### config.mk
export PLATFORM = sky130hd
export DESIGN_NAME = dmem_arbiter_flat
export DESIGN_NICKNAME = d
export VERILOG_FILES = /design/src/rtl/dmem_arbiter_if.sv /design/src/rtl/dmem_arbiter.sv /design/src/flat_wrapper.sv
export SDC_FILE = /design/constraint.sdc
export NUM_CORES = 1
export LEC_CHECK = 0
export CAP_MARGIN = 10
export CORE_MARGIN = 8
export CORE_UTILIZATION = 40
export DETAILED_ROUTE_END_ITERATION = 7
export DONT_BUFFER_PORTS = 1
export HOLD_SLACK_MARGIN = 0.06
export MAX_ROUTING_LAYER = met4
export PLACE_DENSITY = 0.62
export SYNTH_ARGS = -nofsm -noshare
export SYNTH_HDL_FRONTEND = slang
export SYNTH_SLANG_ARGS = --single-unit
### constraint.sdc
create_clock -name clk -period 4.2 [get_ports clk]
set_clock_uncertainty 0.05 [all_clocks]
set_input_delay 0.21 -clock clk [delete_from_list [all_inputs] [get_ports clk]]
set_output_delay 0.21 -clock clk [all_outputs]
set_load 0.01 [all_outputs]
### src/rtl/dmem_arbiter_if.sv
// dmem_arbiter_if: bundle of the two requester ports (CPU MEM stage and
// debug/DMA) and the single data-memory port that the arbiter drives.
//
// Modports:
//   slave  - the arbiter side. It takes requests and mem_dataOut, and drives
//            responses, stalls and the memory controls.
//   master - the environment side. These are the requesters plus the memory.
//
// Parameters:
//   WORD_LEN - data and address width in bits.
interface dmem_arbiter_if #(
    parameter int WORD_LEN = 32
) ();

    // CPU MEM-stage port
    logic                cpu_req;
    logic                cpu_we;
    logic [WORD_LEN-1:0] cpu_addr;
    logic [WORD_LEN-1:0] cpu_wdata;
    logic [WORD_LEN-1:0] cpu_rdata;
    logic                cpu_ready;
    logic                cpu_err;
    logic                cpu_stall;

    // Debug/DMA port
    logic                dbg_req;
    logic                dbg_we;
    logic [WORD_LEN-1:0] dbg_addr;
    logic [WORD_LEN-1:0] dbg_wdata;
    logic [WORD_LEN-1:0] dbg_rdata;
    logic                dbg_ready;
    logic                dbg_err;
    logic                dbg_stall;

    // Shared data-memory port
    logic                mem_readEn;
    logic                mem_writeEn;
    logic [WORD_LEN-1:0] mem_address;
    logic [WORD_LEN-1:0] mem_dataIn;
    logic [WORD_LEN-1:0] mem_dataOut;

    modport slave (
        input  cpu_req, cpu_we, cpu_addr, cpu_wdata,
        output cpu_rdata, cpu_ready, cpu_err, cpu_stall,
        input  dbg_req, dbg_we, dbg_addr, dbg_wdata,
        output dbg_rdata, dbg_ready, dbg_err, dbg_stall,
        output mem_readEn, mem_writeEn, mem_address, mem_dataIn,
        input  mem_dataOut
    );

    modport master (
        output cpu_req, cpu_we, cpu_addr, cpu_wdata,
        input  cpu_rdata, cpu_ready, cpu_err, cpu_stall,
        output dbg_req, dbg_we, dbg_addr, dbg_wdata,
        input  dbg_rdata, dbg_ready, dbg_err, dbg_stall,
        input  mem_readEn, mem_writeEn, mem_address, mem_dataIn,
        output mem_dataOut
    );

endinterface

### src/rtl/dmem_arbiter.sv
// dmem_arbiter: two-port arbiter and access sequencer in front of the data
// memory. The CPU MEM stage and a debug/DMA port share one memory port. Each
// access holds the memory for ACCESS_CYCLES cycles. The CPU is stalled while
// its request is outstanding. Misaligned requests are answered with err and
// do not touch the memory.
//
// Ports:
//   clk - clock; every state change happens on the rising edge.
//   rst - synchronous, active-high reset.
//   bus - dmem_arbiter_if.slave. It carries the cpu_* and dbg_* request and
//         response signals and the mem_* memory port.
//
// Parameters:
//   WORD_LEN      - data and address width (32).
//   ACCESS_CYCLES - cycles the memory port is held per access, 1..15 (2).
//
// Configuration macro:
//   DMEM_ARB_RR_EN - when defined, a tie goes to the port that was not served
//                    last (round-robin). When undefined, the CPU always wins
//                    a tie.
module dmem_arbiter #(
    parameter int WORD_LEN      = 32,
    parameter int ACCESS_CYCLES = 2
) (
    input  logic           clk,
    input  logic           rst,
    dmem_arbiter_if.slave  bus
);

    typedef enum logic [1:0] {
        IDLE   = 2'd0,
        ACCESS = 2'd1,
        DONE   = 2'd2
    } state_t;

    localparam logic       GRANT_CPU = 1'b0;
    localparam logic       GRANT_DBG = 1'b1;
    localparam logic [3:0] CNT_INIT  = 4'(ACCESS_CYCLES - 1);

    state_t              state_r;
    logic [3:0]          cnt_r;
    logic                grant_r;
    logic                last_grant_r;
    logic                op_we_r;
    logic [WORD_LEN-1:0] op_addr_r;
    logic [WORD_LEN-1:0] op_wdata_r;
    logic [WORD_LEN-1:0] cpu_rdata_r;
    logic [WORD_LEN-1:0] dbg_rdata_r;
    logic                cpu_ready_r;
    logic                cpu_err_r;
    logic                dbg_ready_r;
    logic                dbg_err_r;
    logic                read_en_r;
    logic                write_en_r;

    logic                pick_dbg_s;
    logic                req_we_s;
    logic [WORD_LEN-1:0] req_addr_s;
    logic [WORD_LEN-1:0] req_wdata_s;

    // Pick the winner among the current requests and select its fields.
    always_comb begin
        pick_dbg_s = 1'b0;
        if (bus.cpu_req && bus.dbg_req) begin
`ifdef DMEM_ARB_RR_EN
            pick_dbg_s = (last_grant_r == GRANT_CPU);
`else
            pick_dbg_s = 1'b0;
`endif
        end else if (bus.dbg_req) begin
            pick_dbg_s = 1'b1;
        end else begin
            pick_dbg_s = 1'b0;
        end
        req_we_s    = pick_dbg_s ? bus.dbg_we    : bus.cpu_we;
        req_addr_s  = pick_dbg_s ? bus.dbg_addr  : bus.cpu_addr;
        req_wdata_s = pick_dbg_s ? bus.dbg_wdata : bus.cpu_wdata;
    end

    // Access sequencer: grant, memory hold, response pulse.
    // Memory enables are registered one cycle ahead, so each enable is high
    // in exactly the cycles that the state and count call for.
    always_ff @(posedge clk) begin
        if (rst) begin
            state_r      <= IDLE;
            cnt_r        <= 4'd0;
            grant_r      <= GRANT_CPU;
            last_grant_r <= GRANT_DBG;
            op_we_r      <= 1'b0;
            op_addr_r    <= {WORD_LEN{1'b0}};
            op_wdata_r   <= {WORD_LEN{1'b0}};
            cpu_rdata_r  <= {WORD_LEN{1'b0}};
            dbg_rdata_r  <= {WORD_LEN{1'b0}};
            cpu_ready_r  <= 1'b0;
            cpu_err_r    <= 1'b0;
            dbg_ready_r  <= 1'b0;
            dbg_err_r    <= 1'b0;
            read_en_r    <= 1'b0;
            write_en_r   <= 1'b0;
        end else begin
            case (state_r)
                IDLE: begin
                    cpu_ready_r  <= 1'b0;
                    cpu_err_r    <= 1'b0;
                    dbg_ready_r  <= 1'b0;
                    dbg_err_r    <= 1'b0;
                    read_en_r    <= 1'b0;
                    write_en_r   <= 1'b0;
                    last_grant_r <= last_grant_r;
                    if (bus.cpu_req || bus.dbg_req) begin
                        grant_r    <= pick_dbg_s;
                        op_we_r    <= req_we_s;
                        op_addr_r  <= req_addr_s;
                        op_wdata_r <= req_wdata_s;
                        if (req_addr_s[1:0] != 2'b00) begin
                            // Reject without a memory cycle.
                            state_r <= DONE;
                            cnt_r   <= 4'd0;
                            if (pick_dbg_s) begin
                                dbg_ready_r <= 1'b1;
                                dbg_err_r   <= 1'b1;
                            end else begin
                                cpu_ready_r <= 1'b1;
                                cpu_err_r   <= 1'b1;
                            end
                        end else begin
                            state_r    <= ACCESS;
                            cnt_r      <= CNT_INIT;
                            read_en_r  <= ~req_we_s;
                            // A single-cycle access writes in its only cycle.
                            write_en_r <= req_we_s & (CNT_INIT == 4'd0);
                        end
                    end else begin
                        state_r <= IDLE;
                    end
                end
                ACCESS: begin
                    last_grant_r <= last_grant_r;
                    if (cnt_r == 4'd0) begin
                        state_r    <= DONE;
                        read_en_r  <= 1'b0;
                        write_en_r <= 1'b0;
                        if (!op_we_r) begin
                            if (grant_r == GRANT_DBG) begin
                                dbg_rdata_r <= bus.mem_dataOut;
                            end else begin
                                cpu_rdata_r <= bus.mem_dataOut;
                            end
                        end
                        if (grant_r == GRANT_DBG) begin
                            dbg_ready_r <= 1'b1;
                            dbg_err_r   <= 1'b0;
                        end else begin
                            cpu_ready_r <= 1'b1;
                            cpu_err_r   <= 1'b0;
                        end
                    end else begin
                        cnt_r      <= cnt_r - 4'd1;
                        read_en_r  <= ~op_we_r;
                        // Write only in the final cycle: one write edge.
                        write_en_r <= op_we_r & (cnt_r == 4'd1);
                    end
                end
                DONE: begin
                    cpu_ready_r  <= 1'b0;
                    cpu_err_r    <= 1'b0;
                    dbg_ready_r  <= 1'b0;
                    dbg_err_r    <= 1'b0;
                    read_en_r    <= 1'b0;
                    write_en_r   <= 1'b0;
                    last_grant_r <= grant_r;
                    state_r      <= IDLE;
                end
                default: begin
                    state_r      <= IDLE;
                    cnt_r        <= 4'd0;
                    cpu_ready_r  <= 1'b0;
                    cpu_err_r    <= 1'b0;
                    dbg_ready_r  <= 1'b0;
                    dbg_err_r    <= 1'b0;
                    read_en_r    <= 1'b0;
                    write_en_r   <= 1'b0;
                    last_grant_r <= last_grant_r;
                end
            endcase
        end
    end

    // Enables are masked by rst so a reset cycle can never write memory.
    assign bus.mem_readEn  = read_en_r  & ~rst;
    assign bus.mem_writeEn = write_en_r & ~rst;
    assign bus.mem_address = op_addr_r;
    assign bus.mem_dataIn  = op_wdata_r;

    assign bus.cpu_rdata = cpu_rdata_r;
    assign bus.cpu_ready = cpu_ready_r;
    assign bus.cpu_err   = cpu_err_r;
    assign bus.cpu_stall = bus.cpu_req & ~cpu_ready_r;

    assign bus.dbg_rdata = dbg_rdata_r;
    assign bus.dbg_ready = dbg_ready_r;
    assign bus.dbg_err   = dbg_err_r;
    assign bus.dbg_stall = bus.dbg_req & ~dbg_ready_r;

endmodule

### src/flat_wrapper.sv
// flat-port wrapper written by rule: the top's interface ports become plain ports
module dmem_arbiter_flat 
#(
    parameter int WORD_LEN      = 32,
    parameter int ACCESS_CYCLES = 2
)
  (clk, rst, bus_cpu_req, bus_cpu_we, bus_cpu_addr, bus_cpu_wdata, bus_cpu_rdata, bus_cpu_ready, bus_cpu_err, bus_cpu_stall, bus_dbg_req, bus_dbg_we, bus_dbg_addr, bus_dbg_wdata, bus_dbg_rdata, bus_dbg_ready, bus_dbg_err, bus_dbg_stall, bus_mem_readEn, bus_mem_writeEn, bus_mem_address, bus_mem_dataIn, bus_mem_dataOut);
  dmem_arbiter_if #(.WORD_LEN(WORD_LEN)) bus_i ();
  input  logic clk;
  input  logic rst;
  input wire logic [$bits(bus_i.cpu_req)-1:0] bus_cpu_req;
  input wire logic [$bits(bus_i.cpu_we)-1:0] bus_cpu_we;
  input wire logic [$bits(bus_i.cpu_addr)-1:0] bus_cpu_addr;
  input wire logic [$bits(bus_i.cpu_wdata)-1:0] bus_cpu_wdata;
  output wire logic [$bits(bus_i.cpu_rdata)-1:0] bus_cpu_rdata;
  output wire logic [$bits(bus_i.cpu_ready)-1:0] bus_cpu_ready;
  output wire logic [$bits(bus_i.cpu_err)-1:0] bus_cpu_err;
  output wire logic [$bits(bus_i.cpu_stall)-1:0] bus_cpu_stall;
  input wire logic [$bits(bus_i.dbg_req)-1:0] bus_dbg_req;
  input wire logic [$bits(bus_i.dbg_we)-1:0] bus_dbg_we;
  input wire logic [$bits(bus_i.dbg_addr)-1:0] bus_dbg_addr;
  input wire logic [$bits(bus_i.dbg_wdata)-1:0] bus_dbg_wdata;
  output wire logic [$bits(bus_i.dbg_rdata)-1:0] bus_dbg_rdata;
  output wire logic [$bits(bus_i.dbg_ready)-1:0] bus_dbg_ready;
  output wire logic [$bits(bus_i.dbg_err)-1:0] bus_dbg_err;
  output wire logic [$bits(bus_i.dbg_stall)-1:0] bus_dbg_stall;
  output wire logic [$bits(bus_i.mem_readEn)-1:0] bus_mem_readEn;
  output wire logic [$bits(bus_i.mem_writeEn)-1:0] bus_mem_writeEn;
  output wire logic [$bits(bus_i.mem_address)-1:0] bus_mem_address;
  output wire logic [$bits(bus_i.mem_dataIn)-1:0] bus_mem_dataIn;
  input wire logic [$bits(bus_i.mem_dataOut)-1:0] bus_mem_dataOut;
  assign bus_i.cpu_req = bus_cpu_req;
  assign bus_i.cpu_we = bus_cpu_we;
  assign bus_i.cpu_addr = bus_cpu_addr;
  assign bus_i.cpu_wdata = bus_cpu_wdata;
  assign bus_cpu_rdata = bus_i.cpu_rdata;
  assign bus_cpu_ready = bus_i.cpu_ready;
  assign bus_cpu_err = bus_i.cpu_err;
  assign bus_cpu_stall = bus_i.cpu_stall;
  assign bus_i.dbg_req = bus_dbg_req;
  assign bus_i.dbg_we = bus_dbg_we;
  assign bus_i.dbg_addr = bus_dbg_addr;
  assign bus_i.dbg_wdata = bus_dbg_wdata;
  assign bus_dbg_rdata = bus_i.dbg_rdata;
  assign bus_dbg_ready = bus_i.dbg_ready;
  assign bus_dbg_err = bus_i.dbg_err;
  assign bus_dbg_stall = bus_i.dbg_stall;
  assign bus_mem_readEn = bus_i.mem_readEn;
  assign bus_mem_writeEn = bus_i.mem_writeEn;
  assign bus_mem_address = bus_i.mem_address;
  assign bus_mem_dataIn = bus_i.mem_dataIn;
  assign bus_i.mem_dataOut = bus_mem_dataOut;
  dmem_arbiter #(.WORD_LEN(WORD_LEN), .ACCESS_CYCLES(ACCESS_CYCLES)) u_core (.clk(clk), .rst(rst), .bus(bus_i));
endmodule
==> results.toml, run 1 <==
[clock_network]
cts_buffers = 17
cts_resized = 0
htree_levels = 4
cts.sinks = 142
hold_buffers = 151
cts_setup_buffers = 0
root_buffer = "clkbuf_16"
clockBufferDepth = 2

[outcome]
stop_stage = "4_1_cts"
outcome = "did not finish"
firstError = "[ERROR RSZ-0060] Max buffer count reached."

[floorplanning]
fp.dieH_um = 136
rows = 44
initial_core_util = 0.404
io_pins = 302
die_x_um = 136

[synth]
seq_area_frac_synth = 0.492
synth_async_sr_flop_share = 0
syn_inst = 582
syn-mean-instance-area_um2 = 9.93
synth_ff_type = "dfxtp_1"
synth_edf_count = 0
yosysTopAreaCellShare = 0.492
synth.distinct_cells = 33
synth_warnings = 0
syn_nets = 751
yosys-top-cells-count = "dfxtp_1 (142), nor2_1 (137), mux2i_1 (130), a211oi_1 (67), clkbuf_1 (31)"
synth.largest_area_cell = "dfxtp_1"
yosysMostFrequentCell = "dfxtp_1"
ys_ff_latch = 142
synth_area_leaders = "dfxtp_1 (49%), mux2i_1 (23%), nor2_1 (8.9%)"
synth_area_mm2 = 0.00578

[place]
placed_area_mm2 = 0.00578
place_congestion = 0.781
dp_hpwl_um = 11200
pre_cts_ws_ns = 1.42
io_buffers = 0
cell families after synthesis:
logic type	after synthesis	synth area share
simple gates	167	0.120
flops	142	0.492
mux	130	0.225
compound gates	86	0.107
buf+inv	53	0.0474
fa+ha+maj	3	0.00650
xor+xnor	1	0.00152
metrics by stage:
step | util | hold WS [ns] | instances
3_5_place_dp | 0.404 | 0.248 | 718
3_3_place_gp | 0.404 | 0.245 | 718
2_1_floorplan | - | 0.257 | 582
==> run 2: changes to the inputs <==
--- a/config.mk
+++ b/config.mk
@@ -7,12 +7,10 @@
 export LEC_CHECK = 0
 export CAP_MARGIN = 10
 export CORE_MARGIN = 8
-export CORE_UTILIZATION = 40
+export CORE_UTILIZATION = 25
 export DETAILED_ROUTE_END_ITERATION = 7
 export DONT_BUFFER_PORTS = 1
-export HOLD_SLACK_MARGIN = 0.06
-export MAX_ROUTING_LAYER = met4
-export PLACE_DENSITY = 0.62
+export PLACE_DENSITY_LB_ADDON = 0.15
 export SYNTH_ARGS = -nofsm -noshare
 export SYNTH_HDL_FRONTEND = slang
 export SYNTH_SLANG_ARGS = --single-unit
==> results.toml, run 2 <==
[synth]
synth_area_leaders = "dfxtp_1 (49%), mux2i_1 (23%), nor2_1 (8.9%)"
synth_async_sr_flop_share = 0
synth.distinct_cells = 33
yosysTopAreaCellShare = 0.492
yosys-top-cells-count = "dfxtp_1 (142), nor2_1 (137), mux2i_1 (130), a211oi_1 (67), clkbuf_1 (31)"
synth_edf_count = 0
synth_area_mm2 = 0.00578
synth_warnings = 0
yosysMostFrequentCell = "dfxtp_1"
synth.largest_area_cell = "dfxtp_1"
synth_ff_type = "dfxtp_1"
syn-mean-instance-area_um2 = 9.93
syn_nets = 751
seq_area_frac_synth = 0.492
ys_ff_latch = 142
syn_inst = 582

[route]
drt-pass1-iter-count = 4
drt_iter0_markers = 184
wl_per_cell_um = 18.5
vias = 4507
viasPerCell = 4.69
drt-total-wl_um = 17800
drc = 0
ant_nets = 0

[critical_path]
worstPathRequired_ns = 4.42
slowest_delay_ns = 1.19
end_kind = "register"
critical_path.top_delay_family = "simple AND/OR/NAND/NOR gates"
cp_slowest_cell = "or4b_2"
startpoint_type = "register"
path_class = "register to register"
path_buf_inv = 1
cp_data_arrival_time_ns = 3.08
crit_fanout = 32
path_cells = "inv_1 > ha_1 > or3b_1 > or4b_2 > mux2i_1 > nor2_1"

[sta]
final-hold-violation-count = 0
maxSlewHeadroom = 0.205
maxSlewViolCount = 0
whs_ns = 0.00699
finalSetupViolCount = 0
tightest_slew_ns = 1.19
finalSetupTns_ns = 0
grt_setup_unrepaired = "false"
period_needed_ns = 2.86
min_period_over_period = 0.682
fmax_ghz = 0.349

[clock_network]
clkSlewWorstSetupHoldPaths_ns = 0.06
cts.sinks = 142
htree_levels = 4
cts_setup_buffers = 0
cts_tree = "built"
root_buffer = "clkbuf_16"
clk_latency_ns = 0.41
clockBufferDepth = 2
cts_buffers = 17

[place]
placedCellCount = 819
io_buffers = 0
dp_hpwl_um = 11800
place_congestion = 0.743

[global_route]
gr-total-overflow = 0
grt_first_pass_wirelength_um = 27500
grt_antenna_before_repair = 0
grt_pass1_vias = 4850
track_usage = 0.123
grt_max_degree = 142

[cells_and_area]
nets = 834
layout-drive-gt1-share = 0.0547
num-fill-cells = 2233
fin_cells = 962
area_delta_synth_final_pct = 32.0
most-common-layout-cells = "dfxtp_1 (142), nor2_1 (137), mux2i_1 (130)"
antenna_cells = 0
layout_commonest_cell = "dfxtp_1"

[floorplanning]
core_mm2 = 0.0226
rows = 55
die_area_mm2 = 0.0282
die_x_um = 168
io_pins = 302
fp.dieH_um = 168
initial_core_util = 0.255

[run]
max_cap_violations = 0

[power_and_ir_drop]
power_density_mw_per_mm2 = 460
finalPower_w = 0.00351
peakVddDrop_uv = 188
p_leak_nw = 3.57

[hold_path]
hold_class = "input pin to register"

[outcome]
outcome = "finished, final reports clean"
## run 2: final cells by class
cell class | instances | area (um^2) | share of cell area
multi-input cells | 387 | 2680 | 0.351
repair buffers | 115 | 1160 | 0.152
inverters | 2 | 7.51 | 0.000984
clock buffers | 22 | 474 | 0.0622
well taps | 285 | 357 | 0.0467
flip-flops and latches | 142 | 2840 | 0.373
clock inverters | 9 | 110 | 0.0144
## run 2: worst paths after layout
kind	startpoint	endpoint	slack, ns	depth (start not counted)
setup / recovery	u_core.cnt_r[0]$_SDFFE_PP0P_	u_core.bus.cpu_rdata[20]$_SDFFE_PP0P_	1.34	6
hold / removal	bus_cpu_addr[21]	u_core.bus.mem_address[21]$_SDFFE_PP0P_	0.007	2
setup reg to reg	u_core.cnt_r[0]$_SDFFE_PP0P_	u_core.bus.cpu_rdata[20]$_SDFFE_PP0P_	1.34	6
hold reg to reg	u_core.op_we_r$_SDFFE_PP0P_	u_core.write_en_r$_SDFF_PP0_	0.48	2
## run 2: where the power goes
group / internal (W) / total [W] / switching [W]
logic: 0.000208 / 0.000423 / 0.000215
clock network: 0.000921 / 0.00151 / 0.000585
registers: 0.00145 / 0.00158 / 0.000133
## run 2: what timing repair did
action,in CTS,in global routing
gates resized for setup,0,0
hold buffers,110,2
endpoints found under the hold margin,142,2
## run 2: cells by family (layout without fill, tap and decap cells)
family,count (synthesis),in the layout,synth area share
AO/OA/AOI/OAI,86,86,0.107
XOR/XNOR,1,1,0.00152
adder cells (fa/ha/maj),3,3,0.00650
buffers and inverters,53,148,0.0474
flip-flops,142,142,0.492
multiplexers,130,130,0.225
AND/OR/NAND/NOR,167,167,0.120
## run 2: per-layer routing
metal,vias to the layer above,routed length [um],global-route usage
met4,0,314,0.0493
met5,-,0,0
met2,222,8280,0.200
met1,2047,6970,0.131
li1,2220,-,-
met3,18,2230,0.0676
## run 2: stage by stage
stage | util | area, um^2 | worst slack (ns)
global route | 0.337 | 7630 | 1.15
CTS | 0.336 | 7610 | 1.31
floorplan | - | 5780 | 2.02
detailed placement | 0.261 | 5910 | 1.36
finish | 0.337 | 7630 | 1.34
global placement | 0.261 | 5910 | 1.45
Note: power is estimated with default switching activity, not from simulation.
==> run 3: changes to the inputs <==
--- a/config.mk
+++ b/config.mk
@@ -5,6 +5,7 @@
 export SDC_FILE = /design/constraint.sdc
 export NUM_CORES = 1
 export LEC_CHECK = 0
+export ABC_AREA = 1
 export CAP_MARGIN = 10
 export CORE_MARGIN = 8
 export CORE_UTILIZATION = 25
==> constraint.sdc (replaced) <==
create_clock -name clk -period 2.8 [get_ports clk]
set_clock_uncertainty 0.05 [all_clocks]
set_input_delay 0.14 -clock clk [delete_from_list [all_inputs] [get_ports clk]]
set_output_delay 0.14 -clock clk [all_outputs]
set_load 0.01 [all_outputs]
==> results.toml, run 3 <==
[route]
drt_iter0_markers = 249
drc = 0
vias = 5850
wl_per_cell_um = 16.9
drt-total-wl_um = 21800
drt-pass1-iter-count = 5
ant_nets = 0
viasPerCell = 4.55

[floorplanning]
rows = 57
core_mm2 = 0.0242
die_x_um = 172
initial_core_util = 0.252
fp.dieH_um = 172
io_pins = 302
die_area_mm2 = 0.0297

[sta]
finalSetupTns_ns = 0
min_period_over_period = 0.756
fmax_ghz = 0.472
maxSlewViolCount = 0
final-hold-violation-count = 0
grt_setup_unrepaired = "false"
period_needed_ns = 2.12
maxSlewHeadroom = 0.483
finalSetupViolCount = 0
tightest_slew_ns = 0.773

[clock_network]
clk_latency_ns = 0.41
cts_resized = 0
root_buffer = "clkbuf_16"
cts.sinks = 142
cts_buffers = 17
cts_tree = "built"
clockBufferDepth = 2
clkSlewWorstSetupHoldPaths_ns = 0.07
htree_levels = 4

[outcome]
outcome = "finished, final reports clean"

[critical_path]
end_kind = "register"
rr_endpoint = "u_core.bus.mem_dataIn[5]$_SDFFE_PP0P_"
crit_end = "u_core.bus.mem_dataIn[5]$_SDFFE_PP0P_"
worstPathRequired_ns = 3.06
path_class = "register to register"
reg2reg_depth = 7
cp_data_arrival_time_ns = 2.38
rr_startpoint = "u_core.state_r[1]$_SDFFE_PP0P_"
crit_fanout = 63
startpoint_type = "register"
r2r_slack_ns = 0.68
startpoint = "u_core.state_r[1]$_SDFFE_PP0P_"

[global_route]
track_usage = 0.145
gr-total-overflow = 0
grt_antenna_before_repair = 0
grt_max_degree = 65
grt_pass1_vias = 6181
grt_first_pass_wirelength_um = 33600

[place]
io_buffers = 0
dp_hpwl_um = 15000
place_congestion = 0.743

[power_and_ir_drop]
peakVddDrop_uv = 276
p_leak_nw = 3.99
power_density_mw_per_mm2 = 662
finalPower_w = 0.00565

[synth]
yosysMostFrequentCell = "nand2_1"
synth.largest_area_cell = "dfxtp_1"
syn-mean-instance-area_um2 = 7.46
synth_area_leaders = "dfxtp_1 (47%), nand2_1 (14%), o211a_1 (10%)"
synth_async_sr_flop_share = 0
synth.distinct_cells = 23
yosysTopAreaCellShare = 0.466
ys_ff_latch = 142
syn_nets = 987
synth_area_mm2 = 0.00610
syn_inst = 818
synth_edf_count = 0
yosys-top-cells-count = "nand2_1 (221), dfxtp_1 (142), nor2_1 (118), nand3_1 (69), o211a_1 (62)"
seq_area_frac_synth = 0.466
synth_warnings = 0
synth_ff_type = "dfxtp_1"

[cells_and_area]
most-common-layout-cells = "nand2_1 (220), dlygate4sd3_1 (156), dfxtp_1 (142)"
area_delta_synth_final_pct = 39.8
nets = 1117
layout-drive-gt1-share = 0.0604
layout_commonest_cell = "nand2_1"
antenna_cells = 0

[hold_path]
hold_class = "input pin to register"

[run]
max_cap_violations = 0
[run 3: what timing repair did]
item / in CTS / in global routing
hold buffers: 156 / 0
buffers inserted: 0 / 0
endpoints found under the hold margin: 137 / 0
[run 3: worst min path at each step]
stage,slack (ns),startpoint,cells past startpoint,endpoint
floorplan,0.17,rst,1,u_core.bus.mem_address[1]$_SDFFE_PP0P_
global placement,0.16,rst,1,u_core.state_r[1]$_SDFFE_PP0P_
detailed placement,0.17,rst,1,u_core.state_r[0]$_SDFFE_PP0P_
CTS,0.007,bus_cpu_wdata[27],3,u_core.bus.mem_dataIn[27]$_SDFFE_PP0P_
global route,0.01,bus_cpu_wdata[27],3,u_core.bus.mem_dataIn[27]$_SDFFE_PP0P_
finish,0.001,bus_cpu_wdata[27],3,u_core.bus.mem_dataIn[27]$_SDFFE_PP0P_
[run 3: critical path, cell delays in order, from the launching register on]
cell           delay, ns
dfxtp_1             0.31
inv_1               0.08
nand2_1             0.14
a21oi_4             0.26
buf_12              0.29
nand3_1             0.14
dlygate4sd3_1       0.60
o211a_1             0.11
[run 3: cells by family (layout without fill, tap and decap cells)]
family / Yosys count / count (layout) / synth area share
AOI/OAI and AO/OA: 112 / 112 / 0.143
xor gates and xnor gates: 1 / 1 / 0.00143
adders and majority gates: 3 / 3 / 0.00615
buffers and inverters: 111 / 254 / 0.0808
DFF: 142 / 142 / 0.466
and+or+nand+nor: 449 / 449 / 0.303
[run 3: layout make-up]
| cell class | instances | area, um^2 |
|---|---|---|
| clock buffers | 17 | 425 |
| fillers | 2490 | 15600 |
| repair buffers | 170 | 1690 |
| well taps | 324 | 405 |
| multi-input cells | 565 | 2800 |
| clock inverters | 15 | 176 |
| inverters | 52 | 198 |
| flip-flops and latches | 142 | 2840 |
[run 3: where the power goes]
part | internal (W) | switching, W
Combinational | 0.000447 | 0.000441
Clock | 0.00135 | 0.00101
Sequential | 0.00219 | 0.000218
[run 3: layer usage]
metal,track usage,share of wire
met4,0.0476,0.018
met5,0,0
met1,0.161,0.41
met2,0.236,0.45
met3,0.0763,0.13
[run 3: metrics by stage]
step	instances	area [um^2]	setup slack, ns	util	hold slack [ns]
floorplan	818	6100	1.26	-	0.168
global placement	1097	6370	0.827	0.264	0.164
detailed placement	1097	6370	0.781	0.264	0.166
CTS	1285	8530	0.680	0.353	0.00684
global route	1285	8530	0.460	0.353	0.0149
finish	1285	8530	0.683	0.353	0.00106
